$ cat src/rtl/fir_pkg.sv
// Shared definitions for the time-multiplexed FIR MAC sequencer.
//   - default geometry (sample/coefficient width, tap count, address width)
//   - default low-pass coefficient set loaded on reset
//   - FSM state enum and the output-width helper (2*N+4)
// Optional build macro used by the files importing this package: FIR_SYMM_EN.
package fir_pkg;

  localparam int unsigned DefN    = 17;
  localparam int unsigned DefTaps = 11;
  localparam int unsigned DefCw   = 17;
  localparam int unsigned DefAw   = 4;
  localparam int unsigned DefYw   = 2 * DefN + 4;

  localparam logic signed [DefCw-1:0] DefCoef [DefTaps] = '{
    17'sd124, -17'sd726, -17'sd2697, 17'sd2302, 17'sd18925, 17'sd29552,
    17'sd18925, 17'sd2302, -17'sd2697, -17'sd726, 17'sd124
  };

  typedef enum logic [1:0] {StIdle, StMac, StOut} state_e;

  // Accumulator/output width: full 2N-bit product plus 4 guard bits for the tap sum.
  function automatic int unsigned yn_width(int unsigned n);
    return 2 * n + 4;
  endfunction

  // Default coefficient for tap i; taps beyond the default set reset to zero.
  function automatic logic signed [DefCw-1:0] def_coef(int unsigned i);
    if (i < DefTaps) return DefCoef[i];
    return '0;
  endfunction

endpackage

$ cat src/rtl/fir_sample_ring.sv
// Circular sample buffer for the FIR sequencer.
//   clk, rst      : clock, synchronous active-high reset (clears entries and pointer)
//   we, wdata     : write one new sample at the write pointer, pointer advances mod TAPS
//   rd_off        : tap offset k; rd_data = x[n-k] relative to the newest sample
//   rd_off_b      : second offset port, present only with FIR_SYMM_EN (symmetric pre-add)
module fir_sample_ring #(
  parameter int unsigned N    = 17,
  parameter int unsigned TAPS = 11,
  parameter int unsigned AW   = 4
) (
  input  logic                clk,
  input  logic                rst,
  input  logic                we,
  input  logic signed [N-1:0] wdata,
  input  logic [AW-1:0]       rd_off,
  output logic signed [N-1:0] rd_data
`ifdef FIR_SYMM_EN
  ,
  input  logic [AW-1:0]       rd_off_b,
  output logic signed [N-1:0] rd_data_b
`endif
);

  logic signed [N-1:0] buf_q [TAPS];
  logic [AW-1:0]       wr_ptr_q;
  logic [AW-1:0]       newest;

  // Wrap is modulo TAPS, not a power of two.
  function automatic logic [AW-1:0] tap_addr(logic [AW-1:0] nw, logic [AW-1:0] off);
    if (off <= nw) return nw - off;
    return nw + AW'(TAPS) - off;
  endfunction

  assign newest  = (wr_ptr_q == '0) ? AW'(TAPS - 1) : wr_ptr_q - 1'b1;
  assign rd_data = buf_q[tap_addr(newest, rd_off)];
`ifdef FIR_SYMM_EN
  assign rd_data_b = buf_q[tap_addr(newest, rd_off_b)];
`endif

  always_ff @(posedge clk) begin
    if (rst) begin
      for (int unsigned i = 0; i < TAPS; i++) buf_q[i] <= '0;
      wr_ptr_q <= '0;
    end else if (we) begin
      buf_q[wr_ptr_q] <= wdata;
      wr_ptr_q        <= (wr_ptr_q == AW'(TAPS - 1)) ? '0 : wr_ptr_q + 1'b1;
    end
  end

endmodule

$ cat src/rtl/fir_mac_sequencer.sv
// Time-multiplexed FIR controller: accepts one sample (valid/ready), runs one shared
// signed MAC over the taps, then holds the result until the consumer takes it.
//   clk, rst                  : clock, synchronous active-high reset
//   in_valid/in_ready/xn      : input sample handshake
//   out_valid/out_ready/yn    : filtered output handshake (yn is 2N+4 bits signed)
//   cfg_we/cfg_addr/cfg_data  : coefficient write, honoured only in IDLE with addr < TAPS
//   cfg_err                   : one-cycle pulse for a rejected coefficient write
//   busy                      : high while in MAC or OUT
// Build macro FIR_SYMM_EN: symmetric-coefficient pass of (TAPS+1)/2 cycles with a
// pre-add of mirrored samples; coefficient writes also update the mirror index.
module fir_mac_sequencer
  import fir_pkg::*;
#(
  parameter int unsigned N    = DefN,
  parameter int unsigned TAPS = DefTaps,
  parameter int unsigned CW   = DefCw,
  parameter int unsigned AW   = DefAw
) (
  input  logic            clk,
  input  logic            rst,
  input  logic            in_valid,
  output logic            in_ready,
  input  logic [N-1:0]    xn,
  output logic            out_valid,
  input  logic            out_ready,
  output logic [2*N+3:0]  yn,
  input  logic            cfg_we,
  input  logic [AW-1:0]   cfg_addr,
  input  logic [CW-1:0]   cfg_data,
  output logic            cfg_err,
  output logic            busy
);

  localparam int unsigned YW = yn_width(N);
`ifdef FIR_SYMM_EN
  localparam int unsigned KLast = (TAPS - 1) / 2;
  localparam int unsigned MW    = N + 1;
`else
  localparam int unsigned KLast = TAPS - 1;
  localparam int unsigned MW    = N;
`endif
  localparam int unsigned PW = MW + CW;

  state_e                 state_q;
  logic [AW-1:0]          k_q;
  logic signed [YW-1:0]   acc_q;
  logic signed [YW-1:0]   yn_q;
  logic                   in_ready_q, out_valid_q, cfg_err_q, busy_q;
  logic signed [CW-1:0]   coef_q [TAPS];

  logic signed [N-1:0]    tap_a;
  logic signed [MW-1:0]   mul_x;
  logic signed [PW-1:0]   prod;
  logic signed [YW-1:0]   mac_sum;
  logic                   accept;
  logic                   cfg_ok;

  assign accept = in_valid & in_ready_q;
  assign cfg_ok = (state_q == StIdle) && ({1'b0, cfg_addr} < (AW + 1)'(TAPS));

`ifdef FIR_SYMM_EN
  logic signed [N-1:0] tap_b;

  fir_sample_ring #(.N(N), .TAPS(TAPS), .AW(AW)) u_ring (
    .clk       (clk),
    .rst       (rst),
    .we        (accept),
    .wdata     (xn),
    .rd_off    (k_q),
    .rd_data   (tap_a),
    .rd_off_b  (AW'(TAPS - 1) - k_q),
    .rd_data_b (tap_b)
  );
`else
  fir_sample_ring #(.N(N), .TAPS(TAPS), .AW(AW)) u_ring (
    .clk     (clk),
    .rst     (rst),
    .we      (accept),
    .wdata   (xn),
    .rd_off  (k_q),
    .rd_data (tap_a)
  );
`endif

  always_comb begin
`ifdef FIR_SYMM_EN
    // Centre tap has no mirror partner.
    if (k_q == AW'(KLast)) mul_x = {tap_a[N-1], tap_a};
    else                   mul_x = {tap_a[N-1], tap_a} + {tap_b[N-1], tap_b};
`else
    mul_x = tap_a;
`endif
    prod    = PW'(coef_q[k_q]) * PW'(mul_x);
    mac_sum = acc_q + YW'(prod);
  end

  always_ff @(posedge clk) begin
    if (rst) begin
      state_q     <= StIdle;
      k_q         <= '0;
      acc_q       <= '0;
      yn_q        <= '0;
      in_ready_q  <= 1'b1;
      out_valid_q <= 1'b0;
      cfg_err_q   <= 1'b0;
      busy_q      <= 1'b0;
      for (int unsigned i = 0; i < TAPS; i++) coef_q[i] <= CW'(def_coef(i));
    end else begin
      cfg_err_q <= 1'b0;
      if (cfg_we) begin
        if (cfg_ok) begin
          coef_q[cfg_addr] <= cfg_data;
`ifdef FIR_SYMM_EN
          coef_q[AW'(TAPS - 1) - cfg_addr] <= cfg_data;
`endif
        end else begin
          cfg_err_q <= 1'b1;
        end
      end

      unique case (state_q)
        StIdle: begin
          if (accept) begin
            state_q    <= StMac;
            in_ready_q <= 1'b0;
            busy_q     <= 1'b1;
            acc_q      <= '0;
            k_q        <= '0;
          end
        end
        StMac: begin
          acc_q <= mac_sum;
          k_q   <= k_q + 1'b1;
          if (k_q == AW'(KLast)) begin
            yn_q        <= mac_sum;
            out_valid_q <= 1'b1;
            state_q     <= StOut;
          end
        end
        StOut: begin
          if (out_ready) begin
            out_valid_q <= 1'b0;
            in_ready_q  <= 1'b1;
            busy_q      <= 1'b0;
            state_q     <= StIdle;
          end
        end
        default: state_q <= StIdle;
      endcase
    end
  end

  assign in_ready  = in_ready_q;
  assign out_valid = out_valid_q;
  assign yn        = yn_q;
  assign cfg_err   = cfg_err_q;
  assign busy      = busy_q;

endmodule

$ cat config.mk
export PLATFORM = sky130hd
export DESIGN_NAME = fir_mac_sequencer
export DESIGN_NICKNAME = d
export VERILOG_FILES = /design/src/rtl/fir_pkg.sv /design/src/rtl/fir_sample_ring.sv /design/src/rtl/fir_mac_sequencer.sv
export SDC_FILE = /design/constraint.sdc
export NUM_CORES = 2
export LEC_CHECK = 0
export BUFFER_PORTS_ARGS = -buffer_cell sky130_fd_sc_hd__buf_2
export CAP_MARGIN = 20
export CORE_MARGIN = 8
export CORE_UTILIZATION = 35
export CTS_BUF_LIST = sky130_fd_sc_hd__clkbuf_16
export CTS_CLUSTER_DIAMETER = 150
export CTS_CLUSTER_SIZE = 24
export DETAILED_ROUTE_END_ITERATION = 16
export PLACE_DENSITY = 0.53
export SLEW_MARGIN = 10
export SYNTH_ARGS = -nofsm -noshare
export SYNTH_HDL_FRONTEND = slang
export SYNTH_HIERARCHICAL = 1
export SYNTH_SLANG_ARGS = --single-unit
$ cat constraint.sdc
create_clock -name clk -period 12.8 [get_ports clk]
set_input_delay 1.28 -clock clk [delete_from_list [all_inputs] [get_ports clk]]
set_output_delay 1.28 -clock clk [all_outputs]
set_load 0.01 [all_outputs]
### Word-level counts from Yosys, hierarchy flattened

Memories as Yosys holds them, arrays and structs flattened. A register that Yosys moved wholly into a read port is not among the register bits.
Cells that the tools add are included.

| operators by class | value |
|---|---|
| $mul | 1 |
| reduce and logical (&&, ||, !) cells | 14 |
| bitwise gates (word level) | 2 |
| magnitude comparators | 2 |
| muxes and demuxes | 52 |
| equality and inequality tests | 7 |
| $add $sub $neg | 7 |

Operators by type and width:

| kind | count |
|---|---|
| $mux 17 | 10 |
| $pmux 38 s2 | 1 |
| $add 38x34->38 | 1 |
| $mux 38 | 1 |
| $mux 4 | 9 |
| $mul 17x17->34 | 1 |
| $reduce_or 17->1 | 2 |
| $mux 15 | 2 |
| $mux 1 | 19 |
| $mux 12 | 1 |
| $reduce_and 3->1 | 3 |
| $add 4x1->4 const B | 2 |
| $eq 4x4->1 const B | 2 |
| $pmux 4 s2 | 1 |
| $sub 4x4->4 | 2 |
| $mux 7 | 1 |
| $mux 2 | 3 |
| $ne 2x2->1 const B | 3 |
| $pmux 1 s2 | 3 |
| $pmux 2 s3 | 1 |
| $reduce_bool 2->1 | 3 |
| $add 4x4->4 const B | 1 |
| $le 4x4->1 | 1 |
| $logic_not 4->1 | 1 |
| 10 further kinds | 11 |

| word-level totals | value |
|---|---|
| output and inout port bits | 42 |
| input port bits | 43 |
| register bits | 90 |
| memories kept | 2 |
| memory bits (writable) | 374 |

Memories:

| memory | words | width | read ports | clocked after Yosys merged registers in | wr ports | RTL line | text |
|---|---|---|---|---|---|---|---|
| coef_q | 11 | 17 | 1 | 1 | 11 | fir_mac_sequencer.sv:49 | `logic signed [CW-1:0] coef_q [TAPS];` |
| u_ring.buf_q | 11 | 17 | 1 | 0 | 11 | fir_sample_ring.sv:24 | `logic signed [N-1:0] buf_q [TAPS];` |

### Depth between registers and ports, before layout

An unclocked memory read counts as a cell.

| logic depth | value |
|---|---|
| depth in word-level cells | 9 |
| gate-level depth with buffers | 41 |
| gate-level depth less buffers | 37 |

### Modules after synthesis

Netlist, hierarchy kept.

By module, submodules not included:

| module | cells each | area an instance (um^2) | times used |
|---|---|---|---|
| fir_mac_sequencer | 2495 | 27848.0 | 1 |
| fir_sample_ring | 1053 | 14426.3 | 1 |

### Worst setup path before layout

Ideal clock, no wire load.

| timing path | value |
|---|---|
| path kind | register to register |
| start point | reg u_ring.wr_ptr_q[0] |
| end point | reg acc_q[37] |
| cell stages (with the launch flop) | 37 |
| arrival | 9.477 ns |
| data required time | 12.680 ns |
| setup slack | 3.204 ns |
| setup time | 0.120 ns |
| cells stage by stage | dfxtp_1 -> clkbuf_1 -> inv_1 -> ha_1 -> o211ai_1 -> o21a_1 -> inv_1 -> ha_1 -> inv_1 -> fa_1 -> xor2_1 -> or2_2 -> o211a_1 -> buf_2 -> clkbuf_1 -> o221ai_1 -> clkbuf_1 -> nand2_1 -> fa_1 -> inv_1 -> fa_1 -> inv_1 -> fa_1 -> inv_1 -> fa_1 -> fa_1 -> inv_1 -> fa_1 -> inv_1 -> ha_1 -> o21ai_0 -> or2b_2 -> and3_2 -> o2111a_2 -> o311ai_4 -> a211oi_1 -> a211o_1 |

| between the ends | value |
|---|---|
| cells in the longest elaborated chain, start to end | 9 |
| elaborated cells on any way between the ends | 14 |

RTL lines:

| item | RTL line | text |
|---|---|---|
| start: declaration | fir_sample_ring.sv:25 | `logic [AW-1:0] wr_ptr_q;` |
| start signal: assignment | fir_sample_ring.sv:46 | `wr_ptr_q <= (wr_ptr_q == AW'(TAPS - 1)) ? '0 : wr_ptr_q + 1'b1;` |
| $sub 4x1->4 / $logic_not 4->1 (equally long branches) | fir_sample_ring.sv:34 | `assign newest = (wr_ptr_q == '0) ? AW'(TAPS - 1) : wr_ptr_q - 1'b1;` |
| $mux 4 * | fir_sample_ring.sv:34 |  |
| $add 4x4->4 (tied with other cells) | fir_sample_ring.sv:31 | `return nw + AW'(TAPS) - off;` |
| $sub 4x4->4 (tied with other cells) | fir_sample_ring.sv:31 |  |
| $mux 4 * | fir_sample_ring.sv:31 |  |
| $mem_v2 11x17 * | - |  |
| via mul_x[3] | fir_mac_sequencer.sv:52 | `logic signed [MW-1:0] mul_x;` |
| $mul 17x17->34 * | fir_mac_sequencer.sv:93 | `prod = PW'(coef_q[k_q]) * PW'(mul_x);` |
| $add 38x34->38 * | fir_mac_sequencer.sv:94 | `mac_sum = acc_q + YW'(prod);` |
| $pmux 38 s2 * | fir_mac_sequencer.sv:121 | `unique case (state_q)` |
| end signal: assignment | fir_mac_sequencer.sv:132 | `acc_q <= mac_sum;` |
| end: declaration | fir_mac_sequencer.sv:46 | `logic signed [YW-1:0] acc_q;` |

The timed path passes the listed nets; every way through them passes the cells marked *. The select of a mux whose other input is x is not followed.
A chain may end at the register's enable or synchronous reset.

### Worst setup path in the final report

| timing path | value |
|---|---|
| start point | reg u_ring.wr_ptr_q[3] |
| end point | reg acc_q[26] |

Same word-level chain as after synthesis.

==> results_dict.tcl <==
set metrics [dict create \
    status "finished clean" \
    cap_violations 0 \
    numCtsBuffers 34 \
    reg2reg_slack_ns 1.80 \
    num_vias 26800 \
    crit_path_end_kind "register" \
    regToRegStartpoint "u_ring/wr_ptr_q[3]" \
    rsz0062_at_grt "no" \
    worst-path-max-fanout 38 \
    clockBufferDepth 3 \
    synth_top_cells_by_area "edfxtp_1 36%, fa_1 17%, mux4_2 12%" \
    route.antenna.remaining_nets 0 \
    post-route-period-util 0.860 \
    die_w_microns 364 \
    start_util 0.353 \
    numClockSinks 638 \
    diodes 0 \
    required_ns 13.31 \
    synth_cells 3548 \
    hold_class "reg2reg" \
    yosysTopAreaCell "edfxtp_1" \
    reg2reg_to "acc_q[26]" \
    cts-htree-levels 2 \
    ys.flop_type "edfxtp_1" \
    slew_headroom 0.229 \
    worst_pin_slew_ns 1.15 \
    hold_viol_final 0 \
    period_minus_slack_ns 11.00 \
    insertion_delay_ns 0.64 \
    slowest_delay_ns 0.95 \
    io_buffers 84 \
    grt_pass1_vias 28200 \
    holdPathEnd "yn[9]" \
    cp_top_family "compound AO/OA/AOI/OAI gates" \
    yosysSeqAreaShare 0.423 \
    fin_skew_ns 0.0632 \
    cts_setup_buffers 0 \
    drv_slew 0 \
    setup_viol 0 \
    coreArea_sq_um 120000 \
    path_common_cell "fa_1" \
    dr.first_iter.drc_count 2145 \
    fp.dieArea_sq_um 132000 \
    syn_avg_cell_area_sq_um 11.9 \
    ys_warn_count 6 \
    nFillCells 11700 \
    post_drt_wl_per_cell_microns 21.7 \
    grt_max_degree 52 \
    reg2reg_depth 32 \
    drt_pass1_iterations 5 \
    die_height_microns 364 \
    cts_tree "built" \
    hold_path_startpoint "yn[9]" \
    path_clk_slew_ns 0.10 \
    ys_async_sr_fraction 0 \
    drive_gt1_frac 0.124 \
    synth_area_sq_um 42300 \
    area_growth_pct 8.13 \
    cts-hold-fix-buffers 0 \
    synth-edff-count 510 \
    yosysTopAreaCellShare 0.362 \
    crit_buf_inv 6 \
    post_cts_resized 0 \
    worstSetupPathType "reg2reg" \
    antenna_found_initial 2 \
    ys_types 88 \
    synth_seq_cells 638 \
    nets 4142 \
    cts-root-buf "clkbuf_16" \
    max_freq_mhz 90.9 \
    grt_usage 0.173 \
    grt_remaining_overflow 0 \
    drt-total-wl_microns 114000 \
    grt_pass1_wl_microns 175000 \
    dp_hpwl_microns 81500 \
    finalWeightedCongestion 0.831 \
    drc_errors 0 \
    fin_tns_setup_ns 0 \
    vias_per_cell 5.12 \
    crit_path_start_kind "register" \
    fp-row-count 127 \
    finish.utilization 0.382 \
    crit_path_top_delay_cell "a21oi_4" \
    boundaryPins 85 \
    arrival_ns 11.52 \
    holdPathStages 2 \
]
-- tightest hold or removal path: stages, from the launching register on --
cell and delay [ns]:
dfxtp_1 0.31, nand2_1 0.05, a21oi_1 0.05
-- worst max-delay path by stage --
stage	start	end	slack, ns	cells past startpoint
2_1_floorplan	u_ring/wr_ptr_q[0]	acc_q[37]	3.20	36
3_3_place_gp	u_ring/wr_ptr_q[0]	acc_q[36]	1.97	34
3_5_place_dp	u_ring/wr_ptr_q[0]	acc_q[37]	1.84	34
4_1_cts	u_ring/wr_ptr_q[3]	yn[35]	1.80	32
5_1_grt	u_ring/wr_ptr_q[3]	yn[35]	1.28	30
6_report	u_ring/wr_ptr_q[3]	acc_q[26]	1.80	32
-- synthesized netlist by cell type, drive strengths merged, types with 3 or more instances --
cell,count
clkbuf,123
o21bai,3
or2,4
mux4,218
a22oi,27
buf,76
inv,520
a2111oi,3
nand4,5
and2,162
nand3b,6
a31oi,35
nor2b,20
o221ai,5
o211ai,14
a21oi,89
a22o,4
nand2b,10
dfxtp,128
nand3,64
a21o,17
mux2i,15
fa,368
nand2,451
nor2,326
ha,125
xnor2,25
a211oi,25
and3,11
a31o,15
o21a,8
and4,5
o21ai,40
o22a,7
mux2,3
o22ai,7
xor2,12
edfxtp,510
nor3,15
nor3b,17
-- sequential cells by signal (all words and copies together), names as in the netlist, named ones only --
signal           flops
yn                  38
acc_q               38
busy                 1
state_q              2
u_ring/buf_q       272
in_ready             1
coef_q             272
u_ring/wr_ptr_q      4
cfg_err              1
out_valid            1
k_q                  4
-- final cells by class --
class                      count  area (sq um)  share of cell area
timing repair buffer         137           841              0.0184
clock buffer                  34           851              0.0186
inverter                     520          1950              0.0427
tap                         1612          2020              0.0441
sequential                   638         17900               0.391
clock inverter                28           230             0.00504
multi-input combinational   2275         21900               0.480
-- routing by layer --
metal	track usage	up-vias	routed length (microns)
li1	-	12000	-
met5	0	-	12
met4	0.0487	2	3470
met3	0.0284	166	6540
met2	0.292	706	54800
met1	0.231	14000	48900
-- cell usage in the layout (no fill, tap or decap), types with 9 or more instances in the layout --
master       n
fa_1       367
buf_4       53
and2_1     159
mux2i_1     15
xnor2_1     24
a31o_1      12
clkbuf_16   34
buf_2       83
o21ai_0     33
and3_1       9
edfxtp_1   510
nand3_1     64
inv_1      540
nor3_1      11
dfxtp_1    126
nor2b_1     18
nor3b_1     16
a21oi_1     87
mux4_2     218
o211ai_1    13
a211oi_1    23
ha_1       123
nor2_1     322
nand2_1    450
a21o_1      13
xor2_1      12
a22oi_1     26
conb_1      85
nand2b_1    10
a31oi_1     35
-- kinds of logic (layout without fill, tap and decap cells) --
family / count (synthesis) / count (layout) / share of synthesized area
compound gates: 322 / 322 / 0.0528
fa+ha+maj: 493 / 493 / 0.211
simple gates: 1102 / 1102 / 0.116
mux: 236 / 236 / 0.120
xor+xnor: 37 / 37 / 0.00784
other cells: 1 / 85 / 0.0000887
flops: 638 / 638 / 0.423
buf+inv: 719 / 719 / 0.0681
-- through the flow --
step | worst slack [ns] | std cells | instance area [sq um] | hold WS (ns)
5_1_grt | 1.28 | 5244 | 45700 | 0.483
3_5_place_dp | 1.84 | 5181 | 44600 | 0.447
3_3_place_gp | 1.97 | 5181 | 44600 | 0.444
2_1_floorplan | 3.20 | 3632 | 42600 | 0.435
6_report | 1.80 | 5244 | 45700 | 0.458
4_1_cts | 1.80 | 5243 | 45700 | 0.462
Power is left out: the tool's default activity adds up to more than one toggle a clock period on the data nets, which glitch-free logic cannot reach.
